### config.mk
export PLATFORM = sky130hd
export DESIGN_NAME = hazard_tracker_flat
export DESIGN_NICKNAME = d
export VERILOG_FILES = /design/src/rtl/hazard_tracker_pkg.sv /design/src/rtl/hazard_tracker_if.sv /design/src/rtl/hazard_stage_rec.sv /design/src/rtl/hazard_tracker.sv /design/src/flat_wrapper.sv
export SDC_FILE = /design/constraint.sdc
export NUM_CORES = 1
export LEC_CHECK = 0
export BUFFER_PORTS_ARGS = -buffer_cell sky130_fd_sc_hd__buf_2
export CAP_MARGIN = 25
export CORE_UTILIZATION = 35
export CTS_CLUSTER_SIZE = 12
export DETAILED_ROUTE_END_ITERATION = 8
export MAX_ROUTING_LAYER = met4
export PLACE_DENSITY = 0.55
export SETUP_SLACK_MARGIN = 0.5
export SYNTH_ARGS = -nofsm -noshare
export SYNTH_HDL_FRONTEND = slang
export SYNTH_SLANG_ARGS = --single-unit
### constraint.sdc
create_clock -name clk -period 2 [get_ports clk]
set_input_delay 0.3 -clock clk [delete_from_list [all_inputs] [get_ports clk]]
set_output_delay 0.3 -clock clk [all_outputs]
set_load 0.01 [all_outputs]
### src/rtl/hazard_tracker_pkg.sv
// Shared encodings and stage-record layout for the hazard/forwarding controller.
// Pure declarations: no latency, no flow control.
package hazard_tracker_pkg;
  localparam logic [1:0] FWD_RF = 2'b00;
  localparam logic [1:0] FWD_W  = 2'b01;
  localparam logic [1:0] FWD_M  = 2'b10;

  localparam int REC_RW = 4;
  localparam int CNT_W  = 4;

  typedef struct packed {
    logic              vld;
    logic [REC_RW-1:0] dst;
    logic              we;
    logic              load;
  } stage_rec_t;
endpackage

### src/rtl/hazard_tracker_if.sv
// Decode/execute side of the hazard controller: operand info in, selects/stalls/flushes out.
// The core drives the master side; the tracker answers combinationally on the slave side.
interface hazard_tracker_if #(
  parameter int NUM_SRC = 3,
  parameter int RW      = 4
);
  logic [NUM_SRC*RW-1:0] src_d;
  logic [NUM_SRC-1:0]    src_vld_d;
  logic [RW-1:0]         dst_d;
  logic                  we_d;
  logic                  load_d;
  logic                  mcyc_d;
  logic                  branch_taken_e;
  logic [2*NUM_SRC-1:0]  fwd_sel_e;
  logic                  stall_f;
  logic                  stall_d;
  logic                  flush_d;
  logic                  flush_e;
  logic                  busy_e;

  modport master (
    output src_d, src_vld_d, dst_d, we_d, load_d, mcyc_d, branch_taken_e,
    input  fwd_sel_e, stall_f, stall_d, flush_d, flush_e, busy_e
  );

  modport slave (
    input  src_d, src_vld_d, dst_d, we_d, load_d, mcyc_d, branch_taken_e,
    output fwd_sel_e, stall_f, stall_d, flush_d, flush_e, busy_e
  );
endinterface

### src/rtl/hazard_stage_rec.sv
// One pipeline-stage destination record; clear beats hold, hold beats load.
// One-cycle register, async active-low reset to an invalid record.
module hazard_stage_rec
  import hazard_tracker_pkg::*;
#(
  parameter type rec_t = stage_rec_t
) (
  input  logic clk,
  input  logic rst_n,
  input  logic i_hold,
  input  logic i_clear,
  input  rec_t i_d,
  output rec_t o_q
);
  rec_t r_q;

  always_ff @(posedge clk or negedge rst_n) begin
    if (!rst_n) begin
      r_q <= '0;
    end else if (i_clear) begin
      r_q <= '0;
    end else if (!i_hold) begin
      r_q <= i_d;
    end
  end

  assign o_q = r_q;
endmodule

### src/rtl/hazard_tracker.sv
// E/M/W destination scoreboard producing forward selects, load-use/multi-cycle stalls and branch flushes.
// Outputs are combinational from registered records and decode inputs; records advance every clk unless held.
module hazard_tracker
  import hazard_tracker_pkg::*;
#(
  parameter int NUM_SRC = 3,
  parameter int RW      = 4,
  parameter int MUL_LAT = 3,
  parameter int PC_REG  = 15
) (
  input  logic           clk,
  input  logic           reset,
  hazard_tracker_if.slave bus
);
  typedef struct packed {
    logic          vld;
    logic [RW-1:0] dst;
    logic          we;
    logic          load;
  } rec_t;

  localparam logic [RW-1:0]    PC_ADDR  = RW'(PC_REG);
  localparam logic [CNT_W-1:0] CNT_LOAD = CNT_W'(MUL_LAT - 1);
  localparam logic [CNT_W-1:0] CNT_ONE  = CNT_W'(1);

  rec_t                  w_d_rec, w_e, w_m, w_w;
  logic [NUM_SRC*RW-1:0] r_src_e;
  logic [NUM_SRC-1:0]    r_src_vld_e;
  logic [CNT_W-1:0]      r_cnt;
  logic [2*NUM_SRC-1:0]  w_fwd;
  logic                  w_br, w_busy, w_lu, w_hold_e, w_flush_e;

  // Gated by reset so every output is quiet while the core is held in reset.
  assign w_br      = bus.branch_taken_e & reset;
  assign w_busy    = (r_cnt != '0);
  assign w_hold_e  = w_busy & ~w_br;
  assign w_flush_e = w_br | (w_lu & ~w_busy);

  // R15 is never a scoreboard destination, so nothing can forward or stall on it.
  assign w_d_rec = '{vld: 1'b1, dst: bus.dst_d, we: bus.we_d & (bus.dst_d != PC_ADDR), load: bus.load_d};

  always_comb begin
    w_lu = 1'b0;
    for (int i = 0; i < NUM_SRC; i++) begin
      if (bus.src_vld_d[i] && (bus.src_d[i*RW +: RW] != PC_ADDR) &&
          w_e.vld && w_e.we && w_e.load && (w_e.dst == bus.src_d[i*RW +: RW])) begin
        w_lu = 1'b1;
      end
    end
  end

  always_comb begin
    w_fwd = '0;
    for (int i = 0; i < NUM_SRC; i++) begin
      if (r_src_vld_e[i] && (r_src_e[i*RW +: RW] != PC_ADDR)) begin
        if (w_m.vld && w_m.we && (w_m.dst == r_src_e[i*RW +: RW])) begin
          w_fwd[2*i +: 2] = FWD_M;
        end else if (w_w.vld && w_w.we && (w_w.dst == r_src_e[i*RW +: RW])) begin
          w_fwd[2*i +: 2] = FWD_W;
        end else begin
          w_fwd[2*i +: 2] = FWD_RF;
        end
      end
    end
  end

  // A held multi-cycle op stays in E while M is fed bubbles.
  hazard_stage_rec #(.rec_t(rec_t)) u_rec_e (
    .clk(clk), .rst_n(reset), .i_hold(w_hold_e), .i_clear(w_flush_e), .i_d(w_d_rec), .o_q(w_e)
  );
  hazard_stage_rec #(.rec_t(rec_t)) u_rec_m (
    .clk(clk), .rst_n(reset), .i_hold(1'b0), .i_clear(w_hold_e), .i_d(w_e), .o_q(w_m)
  );
  hazard_stage_rec #(.rec_t(rec_t)) u_rec_w (
    .clk(clk), .rst_n(reset), .i_hold(1'b0), .i_clear(1'b0), .i_d(w_m), .o_q(w_w)
  );

  always_ff @(posedge clk or negedge reset) begin
    if (!reset) begin
      r_src_e     <= '0;
      r_src_vld_e <= '0;
      r_cnt       <= '0;
    end else if (w_flush_e) begin
      r_src_e     <= '0;
      r_src_vld_e <= '0;
      r_cnt       <= '0;
    end else if (w_hold_e) begin
      r_cnt <= r_cnt - CNT_ONE;
    end else begin
      r_src_e     <= bus.src_d;
      r_src_vld_e <= bus.src_vld_d;
      r_cnt       <= bus.mcyc_d ? CNT_LOAD : '0;
    end
  end

  assign bus.fwd_sel_e = w_fwd;
  assign bus.stall_f   = ~w_br & (w_lu | w_busy);
  assign bus.stall_d   = ~w_br & (w_lu | w_busy);
  assign bus.flush_d   = w_br;
  assign bus.flush_e   = w_flush_e;
  assign bus.busy_e    = w_busy;
endmodule

### src/flat_wrapper.sv
// flat-port wrapper written by rule: the top's interface ports become plain ports
module hazard_tracker_flat import hazard_tracker_pkg::*;
#(
  parameter int NUM_SRC = 3,
  parameter int RW      = 4,
  parameter int MUL_LAT = 3,
  parameter int PC_REG  = 15
)
  (clk, reset, bus_src_d, bus_src_vld_d, bus_dst_d, bus_we_d, bus_load_d, bus_mcyc_d, bus_branch_taken_e, bus_fwd_sel_e, bus_stall_f, bus_stall_d, bus_flush_d, bus_flush_e, bus_busy_e);
  hazard_tracker_if #(.NUM_SRC(NUM_SRC), .RW(RW)) bus_i ();
  input  logic clk;
  input  logic reset;
  input wire logic [$bits(bus_i.src_d)-1:0] bus_src_d;
  input wire logic [$bits(bus_i.src_vld_d)-1:0] bus_src_vld_d;
  input wire logic [$bits(bus_i.dst_d)-1:0] bus_dst_d;
  input wire logic [$bits(bus_i.we_d)-1:0] bus_we_d;
  input wire logic [$bits(bus_i.load_d)-1:0] bus_load_d;
  input wire logic [$bits(bus_i.mcyc_d)-1:0] bus_mcyc_d;
  input wire logic [$bits(bus_i.branch_taken_e)-1:0] bus_branch_taken_e;
  output wire logic [$bits(bus_i.fwd_sel_e)-1:0] bus_fwd_sel_e;
  output wire logic [$bits(bus_i.stall_f)-1:0] bus_stall_f;
  output wire logic [$bits(bus_i.stall_d)-1:0] bus_stall_d;
  output wire logic [$bits(bus_i.flush_d)-1:0] bus_flush_d;
  output wire logic [$bits(bus_i.flush_e)-1:0] bus_flush_e;
  output wire logic [$bits(bus_i.busy_e)-1:0] bus_busy_e;
  assign bus_i.src_d = bus_src_d;
  assign bus_i.src_vld_d = bus_src_vld_d;
  assign bus_i.dst_d = bus_dst_d;
  assign bus_i.we_d = bus_we_d;
  assign bus_i.load_d = bus_load_d;
  assign bus_i.mcyc_d = bus_mcyc_d;
  assign bus_i.branch_taken_e = bus_branch_taken_e;
  assign bus_fwd_sel_e = bus_i.fwd_sel_e;
  assign bus_stall_f = bus_i.stall_f;
  assign bus_stall_d = bus_i.stall_d;
  assign bus_flush_d = bus_i.flush_d;
  assign bus_flush_e = bus_i.flush_e;
  assign bus_busy_e = bus_i.busy_e;
  hazard_tracker #(.NUM_SRC(NUM_SRC), .RW(RW), .MUL_LAT(MUL_LAT), .PC_REG(PC_REG)) u_core (.clk(clk), .reset(reset), .bus(bus_i));
endmodule
-- Yosys cells after proc, flatten, opt, wreduce, memory -nomap -nowiden
Index checks and enable logic that the tools add are counted.
- reduce and logical (&&, ||, !) cells: 27
- multiplexer cells: 22
- bitwise logic cells: 9
- eq/ne operators: 17
- add/sub/neg operators: 1
- operators by type and width (operator ; count):
    4-bit equality test ; 9
    4-bit != test, second input constant ; 7
    1-bit logical AND ; 26
    12-bit 2-to-1 mux ; 2
    7-bit 2-to-1 mux ; 3
    2-bit 2-to-1 mux ; 7
    4-bit 2-to-1 mux ; 2
    1-bit 2-to-1 mux ; 6
    3-bit 2-to-1 mux ; 2
    1-bit bitwise AND ; 5
    4-bit nonzero test ; 1
    4-bit by 1-bit subtractor with 4-bit output, second input constant ; 1
    2-bit != test, second input constant ; 1
    1-bit NOT ; 2
    1-bit bitwise OR ; 2
- input bits: 25
- output and inout bits: 11
- bits in registers: 38
- word-level logic and storage cells: 89

-- Longest topological paths before layout
- word-level depth: 12
- depth in mapped cells: 8
- depth with buffers taken out: 7

-- Modules after synthesis
A second synthesis with hierarchy kept.
- cells, all modules: 205
- area, all modules: 2190.9 um^2
- modules (own cells, without submodules) (module ; sequential area each (um^2) ; area an instance (um^2) ; instances ; cells an instance):
    hazard_tracker ; 475.5 ; 1342.5 ; 1 ; 139
    hazard_stage_rec ; 175.2 ; 282.8 ; 3 ; 22

-- Worst setup path before layout
No wires, ideal clock.
- path kind: reg2out
- from: register u_core.u_rec_e.r_q, in the netlist u_core.u_rec_e.o_q[5]
- to: output bus_stall_f
- path buffers: 3
- stages on the path, launching flop included: 8
- slack: 47 ps
- arrival: 1653 ps
- data required time: 1700 ps
- path through: dfrtp_1 > buf_6 > xor2_1 > nor3_2 > nand4_4 > buf_6 > a31oi_1 > buf_4
- longest elaborated chain between the ends: 7
- elaborated cells on any way between the ends: 11
- classes of those cells: eq/ne: 3; mux: 3; bitwise: 2; reduce/logical: 3
- RTL lines (element ; RTL line ; text):
    from (decl) ; hazard_stage_rec.sv:15 ; rec_t r_q;
    from (signal assigned) ; hazard_stage_rec.sv:23 ; r_q <= i_d;
    4-bit equality test ; hazard_tracker.sv:46 ; w_e.vld && w_e.we && w_e.load && (w_e.dst == bus.src_d[i*RW +: RW])) begin
    1-bit logical AND ; hazard_tracker.sv:46 ;
    1-bit 2-to-1 mux (2 in series) ; hazard_tracker.sv:45 ; if (bus.src_vld_d[i] && (bus.src_d[i*RW +: RW] != PC_ADDR) &&
    1-bit 2-to-1 mux * ; hazard_tracker.sv:45 ;
    1-bit bitwise OR * ; n/a ;
    1-bit bitwise AND * ; n/a ;
    to (decl) ; flat_wrapper.sv:21 ; output wire logic [$bits(bus_i.stall_f)-1:0] bus_stall_f;
Every way passes the cells marked *; elsewhere a longest branch is shown, timed or not.

-- Worst setup path after layout
- from: register u_core.u_rec_e.r_q, in the netlist u_core.u_rec_e.o_q[5]
- to: output bus_stall_d
- longest elaborated chain between the ends: 7
- elaborated cells on any way between the ends: 11
- classes of those cells: eq/ne: 3; mux: 3; bitwise: 2; reduce/logical: 3
- RTL lines (element ; RTL line ; text):
    4-bit equality test ; hazard_tracker.sv:46 ;
    1-bit logical AND ; hazard_tracker.sv:46 ;
    1-bit 2-to-1 mux (2 in series) ; hazard_tracker.sv:45 ;
    1-bit 2-to-1 mux * ; hazard_tracker.sv:45 ;
    1-bit bitwise OR * ; hazard_tracker.sv:98 ; assign bus.stall_d = ~w_br & (w_lu | w_busy);
    1-bit bitwise AND * ; hazard_tracker.sv:98 ;
    to (decl) ; flat_wrapper.sv:22 ; output wire logic [$bits(bus_i.stall_d)-1:0] bus_stall_d;
Marks and branches as above.

==> flow_summary.yaml <==
run_status:
  outcome: "complete, no violations"
clock_tree:
  cts_buffers: 5
  insertion_delay_ns: 0.29
  path_clk_slew_ns: 0.07
  clockBufferDepth: 2
  clock-sinks: 38
  hold_buffers: 0
  cts_root_buffer: "clkbuf_8"
  cts_tree: "done"
  htree_num_levels: 2
drt:
  wirelength_mm: 5.63
  drc: 0
  vias: 1825
  firstDrtPassIters: 4
  ant_nets: 0
  wl_per_cell_um: 16.2
  drt_iter0_markers: 67
  routed_via_density: 5.24
grt:
  grt_usage_pct: 19.8
  overflow: 0
  grt_start_max_net_pins: 39
  antenna_found_initial: 0
  grt_pass1_wl_mm: 9.28
  grt_pass1_vias: 1805
sta:
  rsz0062_at_grt: "true"
  hold_viol_final: 0
  max-slew-margin-rel_pct: 68.0
  tightest_slew_ns: 0.480
  min_period_over_period_pct: 99.1
  setup_violations: 0
  min_period_ns: 1.98
  fmax_mhz: 504
  fin_tns_setup_ns: 0
  finClkSkew_ns: 0.00429
  slew_viol_final: 0
worst_setup_path:
  end_kind: "output pin"
  critPathLaunchType: "register"
  path_max_fanout: 6
  cp_data_arrival_time_ns: 1.68
  slowest_delay_ns: 0.48
  crit_type: "reg2out"
  cp_top_family: "flip-flops"
  cp_slowest_cell: "dfrtp_2"
  crit_chain: "xor2_2, nor3_2, nand4_4, a31oi_4, buf_2"
  crit_required_ns: 1.70
  path_buf_inv: 1
floorplan:
  ios: 36
  rows: 28
  die_x_um: 80.5
  start_util_pct: 36.4
  dieArea_um2: 6470
  die_h_um: 80.5
  core-area_um2: 5920
logic_synthesis:
  synth.area.top_cells: "dfrtp_1 (44%), xnor2_1 (12%), nand3_1 (7.7%)"
  synthCells: 224
  seq_area_frac_synth_pct: 44.1
  synth_nets: 251
  ys_types: 29
  synth_top_area_share_pct: 44.1
  avgSynthCellArea_um2: 9.62
  yosysTopAreaCell: "dfrtp_1"
  synth_area_um2: 2150
  ys_warn_count: 0
  synth_seq_cells: 38
layout:
  nets: 299
  drive_above_1_share_pct: 44.7
  stdcell_area_um2: 2820
  antenna_cells: 0
  utilization_pct: 47.7
  synthToLayoutAreaGrowth_pct: 31.0
  final_cells: 348
power:
  pwr-share-comb_pct: 46.3
  sw_frac_of_total_pct: 39.8
  power_per_cell_area_nw_per_um2: 1290
  ir_drop_uv: 617
  p_leak_nw: 1.16
  seqPwrFrac_pct: 38.5
  p_int_mw: 2.18
  switchingPower_mw: 1.44
  power_mw: 3.63
  clkPwrFrac_pct: 15.2
placement:
  io_buffers: 35
  dpl_cell_area_um2: 2360
  gp_congestion: 0.832
  dp_cells: 323
  place_hpwl_mm: 4.00
job:
  max_cap_viol_count: 0
min_path:
  hold_class: "in2async"
## repair_timing
item,CTS,global route
setup endpoints to repair,42,39
buffers inserted,11,6
resized for setup,25,31
pin swaps,14,7
## worst reg2reg max path: stages (launching register included)
cell and delay [ns]:
dfrtp_2 0.48, xor2_2 0.17, nor3_2 0.24, nand4_4 0.15, buf_4 0.18, buf_8 0.15
nand4_1 0.10, o21ai_0 0.09
## per-layer routing
| metal | up-vias | GRT usage [%] | share of wire [%] |
|---|---|---|---|
| met5 | - | - | 0 |
| met4 | 0 | 5.36 | 1.0 |
| met3 | 6 | 3.75 | 4.0 |
| met2 | 43 | 32.5 | 50 |
| met1 | 879 | 25.0 | 45 |
| li1 | 897 | - | - |
## flip-flops by register name, indices dropped and copies added (netlist names)
signal	flops
u_core.u_rec_e.o_q	7
u_core.u_rec_m.o_q	6
u_core.r_cnt	4
u_core.r_src_e	12
u_core.r_src_vld_e	3
u_core.u_rec_w.o_q	6
## final timing paths
check	start	endpoint	slack (ns)	cells after the start
max	u_core.u_rec_e.o_q[5]$_DFFE_PN0P_	bus_stall_d	0.02	5
min	reset	u_core.r_cnt[0]$_DFF_PN0_	0.08	2
max reg2reg	u_core.u_rec_e.o_q[5]$_DFFE_PN0P_	u_core.u_rec_e.o_q[4]$_DFFE_PN0P_	0.32	7
min reg2reg	u_core.u_rec_m.o_q[6]$_DFF_PN0_	u_core.u_rec_w.o_q[6]$_DFF_PN0_	0.38	0
max in group asynchronous	reset	u_core.r_src_e[2]$_DFFE_PN0P_	1.55	2
min in group clk	bus_mcyc_d	u_core.r_cnt[1]$_DFF_PN0_	0.26	3
## logic make-up (layout without fill, tap and decap cells)
group | count (synthesis) | in the layout | synth area share (%)
buffers and inverters | 24 | 73 | 7.14
DFF | 38 | 38 | 44.1
AOI/OAI and AO/OA | 30 | 30 | 8.60
xor gates and xnor gates | 36 | 36 | 14.6
adders and majority gates | 2 | 2 | 1.16
and+or+nand+nor | 94 | 94 | 24.3
## metrics by stage
step | hold WS, ns | worst slack, ns
finish | 0.0822 | 0.0176
CTS | 0.109 | 0.0334
global placement | 0.359 | 0.292
detailed placement | 0.365 | 0.253
floorplan | 0.00441 | 0.210
global route | 0.136 | -0.0831
## layout by cell type (no fill, tap or decap), types with 5 or more instances in the layout
master / count
buf_2: 34
nand3_1: 31
nand4_1: 26
dfrtp_1: 22
buf_4: 21
xnor2_1: 18
dfrtp_2: 16
xnor2_2: 12
o21ai_0: 10
o21ai_1: 10
nor2_1: 8
nand2_1: 6
clkbuf_8: 6
and2_1: 5
## cells in the mapped netlist
| cell | instances |
|---|---|
| nor4_1 | 4 |
| buf_2 | 3 |
| o22ai_1 | 2 |
| buf_6 | 7 |
| a41oi_1 | 1 |
| ha_1 | 2 |
| nand4_4 | 1 |
| inv_1 | 6 |
| nor3_2 | 1 |
| clkbuf_1 | 4 |
| and2_2 | 2 |
| nor3_1 | 3 |
| nor4b_1 | 1 |
| a221oi_1 | 1 |
| a41oi_2 | 1 |
| nand3_1 | 33 |
| nand2_1 | 9 |
| o21ai_1 | 10 |
| nand4_1 | 26 |
| xnor2_1 | 30 |
| xor2_1 | 6 |
| buf_1 | 2 |
| dfrtp_1 | 38 |
| and2_1 | 6 |
| a31oi_1 | 2 |
| o21ai_0 | 10 |
| nor2_1 | 8 |
| buf_4 | 2 |
| o32ai_1 | 3 |
## layout make-up
type | count | area (um^2)
Clock buffer | 6 | 82.6
Fill cell | 564 | 3100
Tap cell | 75 | 93.8
Multi-Input combinational cell | 162 | 1260
Clock inverter | 2 | 12.5
Timing Repair Buffer | 59 | 377
Inverter | 6 | 26.3
Sequential cell | 38 | 971
## power by group through the flow
stage / sequential (mW) / combinational [mW] / clock [mW]
floorplan: 1.22 / 1.07 / 0
global placement: 1.35 / 1.22 / 0
detailed placement: 1.36 / 1.23 / 0
CTS: 1.35 / 1.45 / 0.562
global route: 1.44 / 1.87 / 0.594
finish: 1.40 / 1.68 / 0.552
(Power assumes the default switching activity.)
